[src/rtl/bus_transfer_arbiter.sv]
// Round-robin arbiter and transfer sequencer for the shared internal bus.
// One grant per cycle; drives the bus source select and one destination load strobe.
module bus_transfer_arbiter #(
  parameter int N_REQ    = 3,
  parameter int N_SRC    = 24,
  parameter int N_DST    = 24,
  parameter int MAX_LOCK = 4
) (
  input  logic               clock,
  input  logic               clear,
  input  logic [N_REQ-1:0]   req,
  input  logic [N_REQ-1:0]   lock,
  input  logic [5*N_REQ-1:0] src_sel,
  input  logic [5*N_REQ-1:0] dst_sel,
  output logic [N_REQ-1:0]   gnt,
  output logic [N_REQ-1:0]   ack,
  output logic [N_REQ-1:0]   err,
  output logic [4:0]         bus_select,
  output logic [31:0]        dst_load,
  output logic               bus_busy
);

  localparam int IW = (N_REQ > 1) ? $clog2(N_REQ) : 1;
  localparam int CW = $clog2(MAX_LOCK + 1);

  typedef enum logic {IDLE, XFER} state_t;

  state_t          state, state_d;
  logic [IW-1:0]   owner, owner_d;
  logic [IW-1:0]   ptr, ptr_d;
  logic [CW-1:0]   lock_cnt, lock_cnt_d;

  logic            arb_found;
  logic [IW-1:0]   arb_idx;
  logic            others_pending;
  logic            cont;
  logic            grant;
  logic [IW-1:0]   winner;
  logic [4:0]      src_w, dst_w;

  logic [N_REQ-1:0] gnt_d, ack_d, err_d;
  logic [4:0]       bus_select_d;
  logic [31:0]      dst_load_d;
  logic             bus_busy_d;

  // Rotating priority: search starts just after the last winner.
  always_comb begin
    arb_found = 1'b0;
    arb_idx   = '0;
    for (int i = 1; i <= N_REQ; i++) begin
      if (!arb_found && req[(int'(ptr) + i) % N_REQ]) begin
        arb_found = 1'b1;
        arb_idx   = IW'((int'(ptr) + i) % N_REQ);
      end
    end
  end

  // A locked owner keeps the bus until the cap, and past it only if nobody else
  // is waiting. A rejected transfer never continues a lock.
  assign others_pending = |(req & ~(N_REQ'(1) << owner));
  assign cont = (state == XFER) && (err == '0) && lock[owner] && req[owner] &&
                ((lock_cnt < CW'(MAX_LOCK)) || !others_pending);

  // NOTE: every signal driven here gets a default first so no path leaves it
  // unassigned; otherwise synthesis infers a latch.
  always_comb begin
    state_d      = IDLE;
    owner_d      = owner;
    ptr_d        = ptr;
    lock_cnt_d   = '0;
    grant        = 1'b0;
    winner       = '0;
    src_w        = '0;
    dst_w        = '0;
    gnt_d        = '0;
    ack_d        = '0;
    err_d        = '0;
    bus_select_d = '0;
    dst_load_d   = '0;
    bus_busy_d   = 1'b0;

    if (cont) begin
      grant      = 1'b1;
      winner     = owner;
      lock_cnt_d = (lock_cnt < CW'(MAX_LOCK)) ? lock_cnt + CW'(1) : lock_cnt;
    end else if (arb_found) begin
      grant      = 1'b1;
      winner     = arb_idx;
      lock_cnt_d = CW'(1);
    end

    if (grant) begin
      state_d    = XFER;
      owner_d    = winner;
      ptr_d      = winner;
      src_w      = src_sel[5*int'(winner) +: 5];
      dst_w      = dst_sel[5*int'(winner) +: 5];
      gnt_d      = N_REQ'(1) << winner;
      bus_busy_d = 1'b1;
      if ((int'(src_w) < N_SRC) && (int'(dst_w) < N_DST)) begin
        ack_d        = N_REQ'(1) << winner;
        bus_select_d = src_w;
        dst_load_d   = 32'h1 << dst_w;
      end else begin
        err_d = N_REQ'(1) << winner;
      end
    end
  end

  // NOTE: sequential state uses non-blocking assignments so every register
  // samples the pre-edge values regardless of statement order.
  always_ff @(posedge clock) begin
    if (clear) begin
      state      <= IDLE;
      owner      <= '0;
      ptr        <= IW'(N_REQ - 1);
      lock_cnt   <= '0;
      gnt        <= '0;
      ack        <= '0;
      err        <= '0;
      bus_select <= '0;
      dst_load   <= '0;
      bus_busy   <= 1'b0;
    end else begin
      state      <= state_d;
      owner      <= owner_d;
      ptr        <= ptr_d;
      lock_cnt   <= lock_cnt_d;
      gnt        <= gnt_d;
      ack        <= ack_d;
      err        <= err_d;
      bus_select <= bus_select_d;
      dst_load   <= dst_load_d;
      bus_busy   <= bus_busy_d;
    end
  end

endmodule
[config.mk]
export PLATFORM = sky130hd
export DESIGN_NAME = bus_transfer_arbiter
export DESIGN_NICKNAME = d
export VERILOG_FILES = /design/src/rtl/bus_transfer_arbiter.sv
export SDC_FILE = /design/constraint.sdc
export NUM_CORES = 1
export LEC_CHECK = 0
export BUFFER_PORTS_ARGS = -buffer_cell sky130_fd_sc_hd__clkbuf_2
export CAP_MARGIN = 10
export CORE_ASPECT_RATIO = 0.75
export CORE_MARGIN = 2
export CORE_UTILIZATION = 30
export DETAILED_ROUTE_END_ITERATION = 6
export GPL_ROUTABILITY_DRIVEN = 0
export PLACE_DENSITY = 0.63
export SLEW_MARGIN = 5
export SYNTH_ARGS = -nofsm -noshare
export SYNTH_HDL_FRONTEND = slang
export SYNTH_SLANG_ARGS = --single-unit
export TNS_END_PERCENT = 10
[constraint.sdc]
create_clock -name clock -period 4.7 [get_ports clock]
set_clock_uncertainty 0.1 [all_clocks]
set_input_delay 0.705 -clock clock [delete_from_list [all_inputs] [get_ports clock]]
set_output_delay 0.705 -clock clock [all_outputs]
set_load 0.01 [all_outputs]
## Word-level counts from Yosys, hierarchy flattened

Cells that the tools add are included.

| cells by class | value |
|---|---|
| bitwise logic cells | 4 |
| add/subtract/negate cells | 4 |
| shift-type cells | 5 |
| multiply operators | 1 |
| mux-type cells | 27 |
| eq/ne operators | 1 |
| order comparisons | 7 |
| divide/modulo/power cells | 3 |
| reductions and logical operators | 16 |

Operators by type and width:

| kind | count |
|---|---|
| 32-bit by 4-bit < comparator with 1-bit output (second input constant) | 3 |
| 32-bit by 3-bit modulo with 32-bit output (second input constant) | 3 |
| 15-bit by 32-bit indexed part select with 5-bit output | 1 |
| 1-bit by 5-bit left shift with 32-bit output (first input constant) | 1 |
| 1-bit 2-to-1 mux | 15 |
| 15-bit by 6-bit indexed part select with 5-bit output | 1 |
| 1-bit binary-select mux with 2-bit select | 5 |
| 5-bit < comparator (second input constant) | 2 |
| 2-bit 2-to-1 mux | 5 |
| 3-bit OR reduction | 3 |
| 1-bit logical AND | 7 |
| 2-bit by 2-bit adder with 3-bit output (second input constant) | 2 |
| 3-bit 2-to-1 mux | 2 |
| 1-bit by 2-bit left shift with 3-bit output (first input constant) | 2 |
| 3-bit by 2-bit multiplier with 5-bit output (first input constant) | 1 |
| 2-bit by 1-bit adder with 3-bit output (second input constant) | 1 |
| 3-bit by 1-bit adder with 3-bit output (second input constant) | 1 |
| 3-bit bitwise AND | 1 |
| 1-bit zero test | 3 |
| 3-bit zero test | 1 |
| 2-bit by 3-bit < comparator with 1-bit output (second input constant) | 1 |
| 3-bit < comparator (second input constant) | 1 |
| 3-bit NOT | 1 |
| 2-bit by 1-bit inequality test with 1-bit output (second input constant) | 1 |
| other kinds (3) | 4 |

| storage, ports and cells | value |
|---|---|
| register bits | 54 |
| output and inout bits | 47 |

## Logic depth before layout (Yosys ltp)

Gate-level depths: netlist (run 1).

| depth | value |
|---|---|
| word-level depth | 20 |
| gate-level depth with buffers | 13 |
| depth with buffers taken out | 10 |

## Worst setup path before layout (run 1)

No wires, ideal clock.

| path | value |
|---|---|
| path kind | input-to-reg |
| from | input port req[1] |
| to | register dst_load[5] |
| arrival time | 2880 ps |
| library setup time | 88 ps |
| path buffers | 3 |
| stages on the path | 10 |
| slack | 1632 ps |
| path through | clkbuf_1 -> nand2_1 -> a221o_1 -> a221o_1 -> buf_2 -> o21ai_1 -> buf_4 -> a221o_1 -> nand2_2 -> nor4_2 |

| between the ends | value |
|---|---|
| word-level cells in the longest chain between the ends | 18 |
| elaborated cells on any way between the ends | 41 |
| classes of those cells | 1 x mul; 2 x order compare; 3 x shift; 21 x mux; 3 x bitwise; 11 x reduce/logical |

Ends and longest elaborated chain:

| what | line | text |
|---|---|---|
| from (decl) | 11 | `input logic [N_REQ-1:0] req,` |
| 1-bit binary-select mux with 2-bit select | 51 | `if (!arb_found && req[(int'(ptr) + i) % N_REQ]) begin` |
| 1-bit 2-to-1 mux (not written as such) (2 in series) | 51 |  |
| 1-bit 2-to-1 mux | 51 |  |
| 1-bit zero test | 51 |  |
| 1-bit logical AND | 51 |  |
| 1-bit 2-to-1 mux | 51 |  |
| 1-bit zero test | 51 |  |
| 1-bit logical AND | 51 |  |
| 2-bit 2-to-1 mux or 1-bit 2-to-1 mux (tied branches) | 51 |  |
| 2-bit 2-to-1 mux | 86 | `end else if (arb_found) begin` |
| 2-bit 2-to-1 mux | 82 | `if (cont) begin` |
| 3-bit by 2-bit multiplier with 5-bit output | 96, 97 |  |
| 15-bit by 32-bit indexed part select with 5-bit output or 15-bit by 6-bit indexed part select with 5-bit output (tied branches) | 96, 97 |  |
| 5-bit < comparator | 100 | `if ((int'(src_w) < N_SRC) && (int'(dst_w) < N_DST)) begin` |
| 1-bit logical AND | 100 |  |
| 1-bit NOT (no source line) | - |  |
| 3-bit OR reduction (no source line) | - |  |
| to (signal assigned) | 133 | `dst_load <= dst_load_d;` |
| to (decl) | 19 | `output logic [31:0] dst_load,` |

Several ways; a longest one is shown, not always the timed one. The select of a mux whose other input is x is not followed.
A chain may end at the register's enable or synchronous reset.

## Worst setup path after layout (run 1)

| path | value |
|---|---|
| from | register owner[0] |
| to | register bus_select[3] |

| between the ends | value |
|---|---|
| word-level cells in the longest chain between the ends | 14 |
| elaborated cells on any way between the ends | 24 |
| classes of those cells | 1 x mul; 2 x order compare; 3 x shift; 6 x mux; 4 x bitwise; 8 x reduce/logical |

Ends and longest elaborated chain:

| what | line | text |
|---|---|---|
| from (decl) | 29 | `logic [IW-1:0] owner, owner_d;` |
| from (signal assigned) | 126 | `owner <= owner_d;` |
| 1-bit by 2-bit left shift with 3-bit output | 60 | `assign others_pending = \|(req & ~(N_REQ'(1) << owner));` |
| 3-bit NOT | 60 |  |
| 3-bit bitwise AND | 60 |  |
| 3-bit OR reduction | 60 |  |
| 1-bit zero test | 62 | `((lock_cnt < CW'(MAX_LOCK)) \|\| !others_pending);` |
| 1-bit logical OR | 62 |  |
| 1-bit logical AND | 61 | `assign cont = (state == XFER) && (err == '0) && lock[owner] && req[owner] &&` |
| 2-bit 2-to-1 mux | 82 |  |
| 3-bit by 2-bit multiplier with 5-bit output | 96, 97 |  |
| 15-bit by 32-bit indexed part select with 5-bit output or 15-bit by 6-bit indexed part select with 5-bit output (tied branches) | 96, 97 |  |
| 5-bit < comparator | 100 |  |
| 1-bit logical AND | 100 |  |
| 1-bit NOT (no source line) | - |  |
| 3-bit OR reduction (no source line) | - |  |
| to (signal assigned) | 132 | `bus_select <= bus_select_d;` |
| to (decl) | 18 | `output logic [4:0] bus_select,` |

Several ways; a longest one is shown, not always the timed one. The select of a mux whose other input is x is not followed.

==> run summary, run 1 <==
RSZ-0062 raised after global routing: no
share of the synthesized area in the top cell type: 0.482
Final Max Slew Viols: 0
Routed WL per cell: 13.5 um
Pwr Total: 1.80 mW
share of cells above drive strength 1: 0.349
Layout area overhead: 28.9%
# rows: 26
Yosys top cell by area: dfxtp_1
CP startpoint kind: flip-flop
Synth cell types: 53
Pint: 1.04 mW
CTS Sinks: 53
gr ovfl total: 0
switching share of power: 0.424
most common cell in the netlist: dfxtp_1
Hold Fails Final Rpt: 0
post-cts resize count: 0
chip width: 103 um
NumNets Final: 349
Hold Crit Class: flip-flop to flip-flop
Max clock buf depth: 2
worst-path maximum fanout: 15
Gate power share: 0.509
Fmax: 268 MHz
Root Buffer Master: clkbuf_8
first drt pass iteration count: 4
max_cap viols: 0
port buffer count: 84
Rel. slew slack: 0.630
register area share after synthesis: 0.482
via count: 1864
PD cells: 635 mW/mm2
DRC Markers: 0
clk_lat worst skew: 0.30 ns
post-layout minimum cycle time: 3.73 ns
largest net degree at the start of global routing: 18
Num CTS Buffers: 5
Clock power frac: 0.170
synth top area cells: dfxtp_1, nor3_1, a221o_1
# diodes: 0
Starting Density: 0.316
CTS tree: done
Layout Utilization: 0.407
setup TNS: 0 ns
Synth Cell Area: 0.00220 mm2
crit path capture type: flip-flop
run status: finished, final reports clean
Post-CTS Hold Buffers: 0
Post-synth EDFFs: 0
Core ar.: 0.00696 mm2
DP HPWL: 4.34 mm
DP Worst Slack: 0.960 ns
Critical Path RT: 4.81 ns
Area after DPL: 0.00272 mm2
crit path kind: flip-flop to flip-flop
wirelength, routed: 5.49 mm
Worst Tran Pin Value: 0.544 ns
Iteration-0 DRC Markers: 107
vias in the first global route: 1781
die area: 0.00804 mm2
postcts setup bufs: 0
Final period util: 0.794
crit path DAT: 3.84 ns
synth warn: 0
first-pass GRT wire length: 8.83 mm
design area: 0.00284 mm2
top cells by count, synth: dfxtp_1, nor3_1, nand2_1
Synth Register Bits: 53
clk slew on worst S/H paths: 0.09 ns
final worst-path setup slack: 0.970 ns
I/O pin total: 85
drt via density: 4.60
Primary FF master, synth: dfxtp_1
leakage power: 1.26 nW
Sw Pwr: 0.763 mW
worst vdd ir: 176 uV
htree depth: 2
final setup vio count: 0
number of antenna violations at the first check in global routing: 0
Syn Area/Cell: 10.2 um2
Mapped Cells: 216
Die Ht: 78.2 um
ys async rst share: 0
Final ANT Viol Nets: 0
GRT Overall Usage: 0.143
Flop pwr share: 0.321
## layer usage
layer	track usage	up-vias	share of wire
met1	0.208	844	0.51
met3	0.0276	5	0.051
met5	0	-	0
met4	0.0434	0	0.010
li1	-	956	-
met2	0.213	59	0.43
## stage by stage
step / cells / hold WS, ns
after floorplan: 223 / 0.382
final: 405 / 0.441
after global routing: 405 / 0.471
after global placement: 397 / 0.425
after CTS: 405 / 0.445
after detailed placement: 397 / 0.423
## critical path, stage by stage, from the launching register on
cell,delay (ns)
dfxtp_1,0.50
inv_1,0.19
ha_1,0.47
nor2b_1,0.08
a311oi_1,0.38
nor3_1,0.15
mux2i_4,0.46
nand2b_1,0.14
a32oi_1,0.46
o22a_1,0.43
nor4b_1,0.27
## layout make-up
type | count | area (um2)
Timing Repair Buffer | 85 | 428
Fill cell | 699 | 4130
Inverter | 8 | 30.0
Multi-Input combinational cell | 153 | 1080
Clock inverter | 3 | 43.8
Clock buffer | 5 | 68.8
Sequential cell | 53 | 1060
Tap cell | 98 | 123
## power by group through the flow
stage	Combinational [mW]	Sequential [mW]	Clock [mW]
floorplan	0.671	0.618	0
global placement	0.899	0.590	0
detailed placement	0.914	0.589	0
CTS	0.918	0.579	0.315
global route	1.02	0.591	0.338
finish	0.917	0.578	0.307
## cells by family (layout without fill, tap and decap cells)
kind of cell | Yosys count | in the layout | share of synthesized area
compound gates | 41 | 41 | 0.167
buf+inv | 17 | 101 | 0.0381
mux | 6 | 6 | 0.0387
simple gates | 92 | 92 | 0.240
fa+ha+maj | 5 | 5 | 0.0284
other cells | 1 | 8 | 0.00170
xor+xnor | 1 | 1 | 0.00398
flops | 53 | 53 | 0.482
## layout by cell type (no fill, tap or decap), types with 2 or more instances in the layout
cell      count
dfxtp_1      53
ha_1          5
or2_1         2
nand2b_1      7
nor3_1       24
clkbuf_8      5
clkbuf_2     84
mux2i_4       2
a21oi_1       5
o21ai_0       6
nor4_1        4
and2_1        4
nor2_1        9
o211ai_2      2
a221oi_2      3
conb_1        8
nor2b_1      11
nor3b_1       3
and3_1        3
a221o_1       7
inv_1         7
o211ai_1      2
nand3_1       2
o21a_1        3
nand2_1      12
mux2i_1       4
nor4_2        2
## registers in the layout, summed over array words and instances (netlist names)
name        flops
ack             3
bus_select      5
dst_load       32
err             3
gnt             3
lock_cnt        3
owner           2
ptr             1
state           1
## path summary, 6_finish.rpt
path,start,depth (start not counted),slack [ns],to
min reg2reg,ptr[1],2,0.44,ptr[1]
max reg2reg,owner[0],10,0.97,bus_select[3]
max,owner[0],10,0.97,bus_select[3]
min,ptr[1],2,0.44,ptr[1]
Note: power is estimated with default switching activity, not from simulation.
==> inputs of run 2 (changes only) <==
clock period = 3.5 ns   (was 4.7 ns; I/O delays follow)
==> run summary, run 2 (synthesized netlist as in run 1, its figures left out) <==
run status: finished, final reports clean
die area: 0.00804 mm2
via count: 1940
final setup vio count: 0
first-pass GRT wire length: 8.96 mm
Post-CTS Hold Buffers: 0
Hold Crit Class: input port to flip-flop
# diodes: 0
Final period util: 0.912
max_cap viols: 0
CTS tree: done
Num CTS Buffers: 5
Reg2Reg Depth: 9
Worst Setup SP: err[1]
Hold Fails Final Rpt: 0
reg2reg start: err[1]
crit path DAT: 3.30 ns
Max clock buf depth: 2
RSZ-0062 raised after global routing: no
Die Ht: 78.2 um
Routed WL per cell: 13.7 um
Area after DPL: 0.00275 mm2
Register Area: 0.00106 mm2
NumNets Final: 353
reg-to-reg endpoint: dst_load[10]
share of cells above drive strength 1: 0.376
clk_lat worst skew: 0.30 ns
I/O pin total: 85
worst-path maximum fanout: 12
gr ovfl total: 0
crit path kind: flip-flop to flip-flop
vias in the first global route: 1773
chip width: 103 um
worst vdd ir: 290 uV
DRC Markers: 0
htree depth: 2
Final Max Slew Viols: 0
# fillers: 733
most flop-heavy register: dst_load
Final ANT Viol Nets: 0
number of antenna violations at the first check in global routing: 0
# rows: 26
most frequent cells in the layout: clkbuf_2, dfxtp_1, nor3_1
setup TNS: 0 ns
Starting Density: 0.316
PD cells: 852 mW/mm2
Critical Path RT: 3.61 ns
crit path to: dst_load[10]
clk slew on worst S/H paths: 0.10 ns
top flop regs: dst_load: 32 flops, bus_select: 5 flops
commonest non-fill, non-tap cell in the layout: clkbuf_2
Iteration-0 DRC Markers: 136
hold slack final: 0.368 ns
largest net degree at the start of global routing: 17
DP HPWL: 4.42 mm
Core ar.: 0.00696 mm2
design area: 0.00287 mm2
Layout area overhead: 30.4%
drt via density: 4.74
first drt pass iteration count: 4
reg2reg setup slack: 0.31 ns
CP startpoint kind: flip-flop
port buffer count: 84
Layout Utilization: 0.412
GRT Overall Usage: 0.143
crit path capture type: flip-flop
Fmax: 313 MHz
max reg flops: 32
leakage power: 1.26 nW
CTS Sinks: 53
Root Buffer Master: clkbuf_8
post-layout minimum cycle time: 3.19 ns
wirelength, routed: 5.59 mm
Multi-input gate area: 0.00111 mm2
[run 2: report_power, final]
group          internal, mW  switching (mW)  leakage (nW)
logic                 0.512           0.809         0.784
registers             0.720          0.0587         0.434
clock network         0.143           0.202        0.0456
[run 2: critical path: stages, from the launching register on]
cell	delay (ns)
dfxtp_1	0.32
or4b_1	0.54
a221o_1	0.29
a221o_2	0.43
mux2i_4	0.24
buf_4	0.19
nor2b_1	0.23
a221o_1	0.25
o211ai_4	0.18
nor4_1	0.33
[run 2: how the worst min path moves through the flow]
stage | startpoint | to | slack, ns | cells after the start
after floorplan | ptr[1] | ptr[1] | 0.38 | 2
after global placement | lock_cnt[1] | lock_cnt[1] | 0.44 | 2
after detailed placement | lock_cnt[1] | lock_cnt[1] | 0.43 | 2
after CTS | clear | owner[0] | 0.37 | 2
after global routing | clear | owner[0] | 0.37 | 2
final | clear | owner[0] | 0.37 | 2
[run 2: per-layer routing]
metal | GRT usage | vias up | part of all wire
li1 | - | 966 | -
met3 | 0.0312 | 8 | 0.078
met5 | 0 | - | 0
met4 | 0.0447 | 0 | 0.016
met1 | 0.208 | 882 | 0.49
met2 | 0.209 | 84 | 0.41
[run 2: final cells by class]
| type | count | area share |
|---|---|---|
| Sequential cell | 53 | 0.370 |
| Timing Repair Buffer | 89 | 0.160 |
| Clock buffer | 6 | 0.0253 |
| Multi-Input combinational cell | 153 | 0.386 |
| Tap cell | 98 | 0.0427 |
| Inverter | 8 | 0.0118 |
| Clock inverter | 2 | 0.00480 |
[run 2: repair_timing]
item | in CTS | in global routing
buffers inserted | 0 | 0
gates resized for setup | 0 | 8
setup endpoints to repair | 0 | 32
[run 2: metrics by stage]
step | cells | total power, mW | setup WS [ns]
floorplan | 223 | 1.73 | 0.467
global placement | 401 | 2.06 | 0.128
detailed placement | 401 | 2.06 | 0.148
CTS | 409 | 2.41 | 0.0770
global route | 409 | 2.63 | 0.0622
finish | 409 | 2.44 | 0.308
==> inputs of run 3 (changes only) <==
SETUP_SLACK_MARGIN = 0.4   (was not set)
==> run summary, run 3 (synthesized netlist as in run 1, its figures left out) <==
# diodes: 0
Root Buffer Master: clkbuf_8
share of cells above drive strength 1: 0.448
largest net degree at the start of global routing: 17
wirelength, routed: 6.01 mm
Final ANT Viol Nets: 0
I/O pin total: 85
CP startpoint kind: flip-flop
Hold Crit Class: input port to flip-flop
number of antenna violations at the first check in global routing: 0
commonest non-fill, non-tap cell in the layout: clkbuf_2
via count: 2044
Iteration-0 DRC Markers: 122
crit path kind: flip-flop to flip-flop
clk slew on worst S/H paths: 0.10 ns
CTS Sinks: 53
max reg flops: 32
number of instances in the placed design: 401
vias in the first global route: 1836
most frequent cells in the layout: clkbuf_2, dfxtp_1, nor3_1
worst-path maximum fanout: 5
top flop regs: dst_load: 32 flops, bus_select: 5 flops
chip width: 103 um
max_cap viols: 0
Max clock buf depth: 2
leakage power: 1.38 nW
design area: 0.00316 mm2
Routed WL per cell: 14.2 um
drt via density: 4.82
clk_lat worst skew: 0.30 ns
Critical Path RT: 3.63 ns
Layout area overhead: 43.7%
PD cells: 937 mW/mm2
setup TNS: 0 ns
gr ovfl total: 0
Hold Fails Final Rpt: 0
DP HPWL: 4.42 mm
Post-CTS Hold Buffers: 0
Fmax: 309 MHz
run status: finished, final reports clean
crit path capture type: flip-flop
NumNets Final: 368
RSZ-0062 raised after global routing: yes
die area: 0.00804 mm2
Starting Density: 0.316
Core ar.: 0.00696 mm2
DRC Markers: 0
final setup vio count: 0
CP peak stage delay: 0.53 ns
CP max-delay cell: or4b_4
Area after DPL: 0.00275 mm2
CTS tree: done
most flop-heavy register: dst_load
hold slack final: 0.366 ns
GRT Overall Usage: 0.146
Die Ht: 78.2 um
final cell count without fillers: 424
htree depth: 2
Final period util: 0.925
crit path DAT: 3.37 ns
# rows: 26
first drt pass iteration count: 5
worst-path cell chain: or4b_4 > a221o_1 > a221o_2 > mux2i_4 > a21boi_4 > buf_12 > a221oi_4 > buf_4 > o22a_4 > buf_12 > buf_4 > nor3_1
post-layout minimum cycle time: 3.24 ns
worst vdd ir: 315 uV
Final Max Slew Viols: 0
port buffer count: 84
Num CTS Buffers: 5
first-pass GRT wire length: 9.16 mm
==> run 3: changes by cell type in the layout (fill, tap and decap cells not counted), moves of 2 or more <==
| cell | previous run | this run |
|---|---|---|
| buf_12 | 0 | 4 |
| buf_4 | 5 | 15 |
| nand2_1 | 12 | 10 |
| nor4_1 | 4 | 2 |
==> run 3: metal layers <==
metal,up-vias,GRT usage,share of wire
met4,0,0.0447,0.0095
li1,1006,-,-
met2,89,0.218,0.44
met5,-,0,0
met1,943,0.210,0.48
met3,6,0.0312,0.069
==> run 3: per-stage QoR <==
step | setup WS (ns) | util | total power [mW]
3_5_place_dp | 0.148 | 0.395 | 2.06
6_report | 0.262 | 0.454 | 2.96
3_3_place_gp | 0.128 | 0.395 | 2.06
4_1_cts | 0.368 | 0.417 | 2.48
2_1_floorplan | 0.467 | - | 1.73
5_1_grt | 0.158 | 0.454 | 3.15
==> run 3: final timing paths <==
check / start / to / slack [ns] / cells past startpoint
setup / recovery: err[1] / err[1] / 0.26 / 12
hold / removal: clear / owner[0] / 0.37 / 2
setup reg to reg: err[1] / err[1] / 0.26 / 12
hold reg to reg: lock_cnt[1] / lock_cnt[1] / 0.45 / 2
==> run 3: where the power goes <==
part	internal [mW]	switching, mW	leakage [nW]	total (mW)
sequential	0.722	0.0653	0.434	0.787
clock	0.143	0.203	0.0456	0.346
combinational	0.840	0.990	0.902	1.83
==> run 3: timing repair <==
action / 4_1_cts / 5_1_grt
endpoints found under the hold margin: 0 / 0
setup endpoints to repair: 35 / 36
gates resized for setup: 13 / 23
setup buffers: 1 / 13
gates cloned: 1 / 0
pin swaps: 1 / 6
==> run 3: critical path: cells and delay by family (launching register included) <==
| family | cells | cell delay (ns) |
|---|---|---|
| AO/OA/AOI/OAI | 5 | 1.33 |
| AND/OR/NAND/NOR | 2 | 0.65 |
| buffers and inverters | 4 | 0.56 |
| flip-flops | 1 | 0.33 |
| multiplexers | 1 | 0.21 |
==> run 3: area by class of cell <==
cell class	count	area [um2]
Multi-Input combinational cell	154	1240
Inverter	8	35.0
Clock buffer	6	72.6
Sequential cell	53	1060
Tap cell	98	123
Fill cell	696	3800
Clock inverter	2	13.8
Timing Repair Buffer	103	613
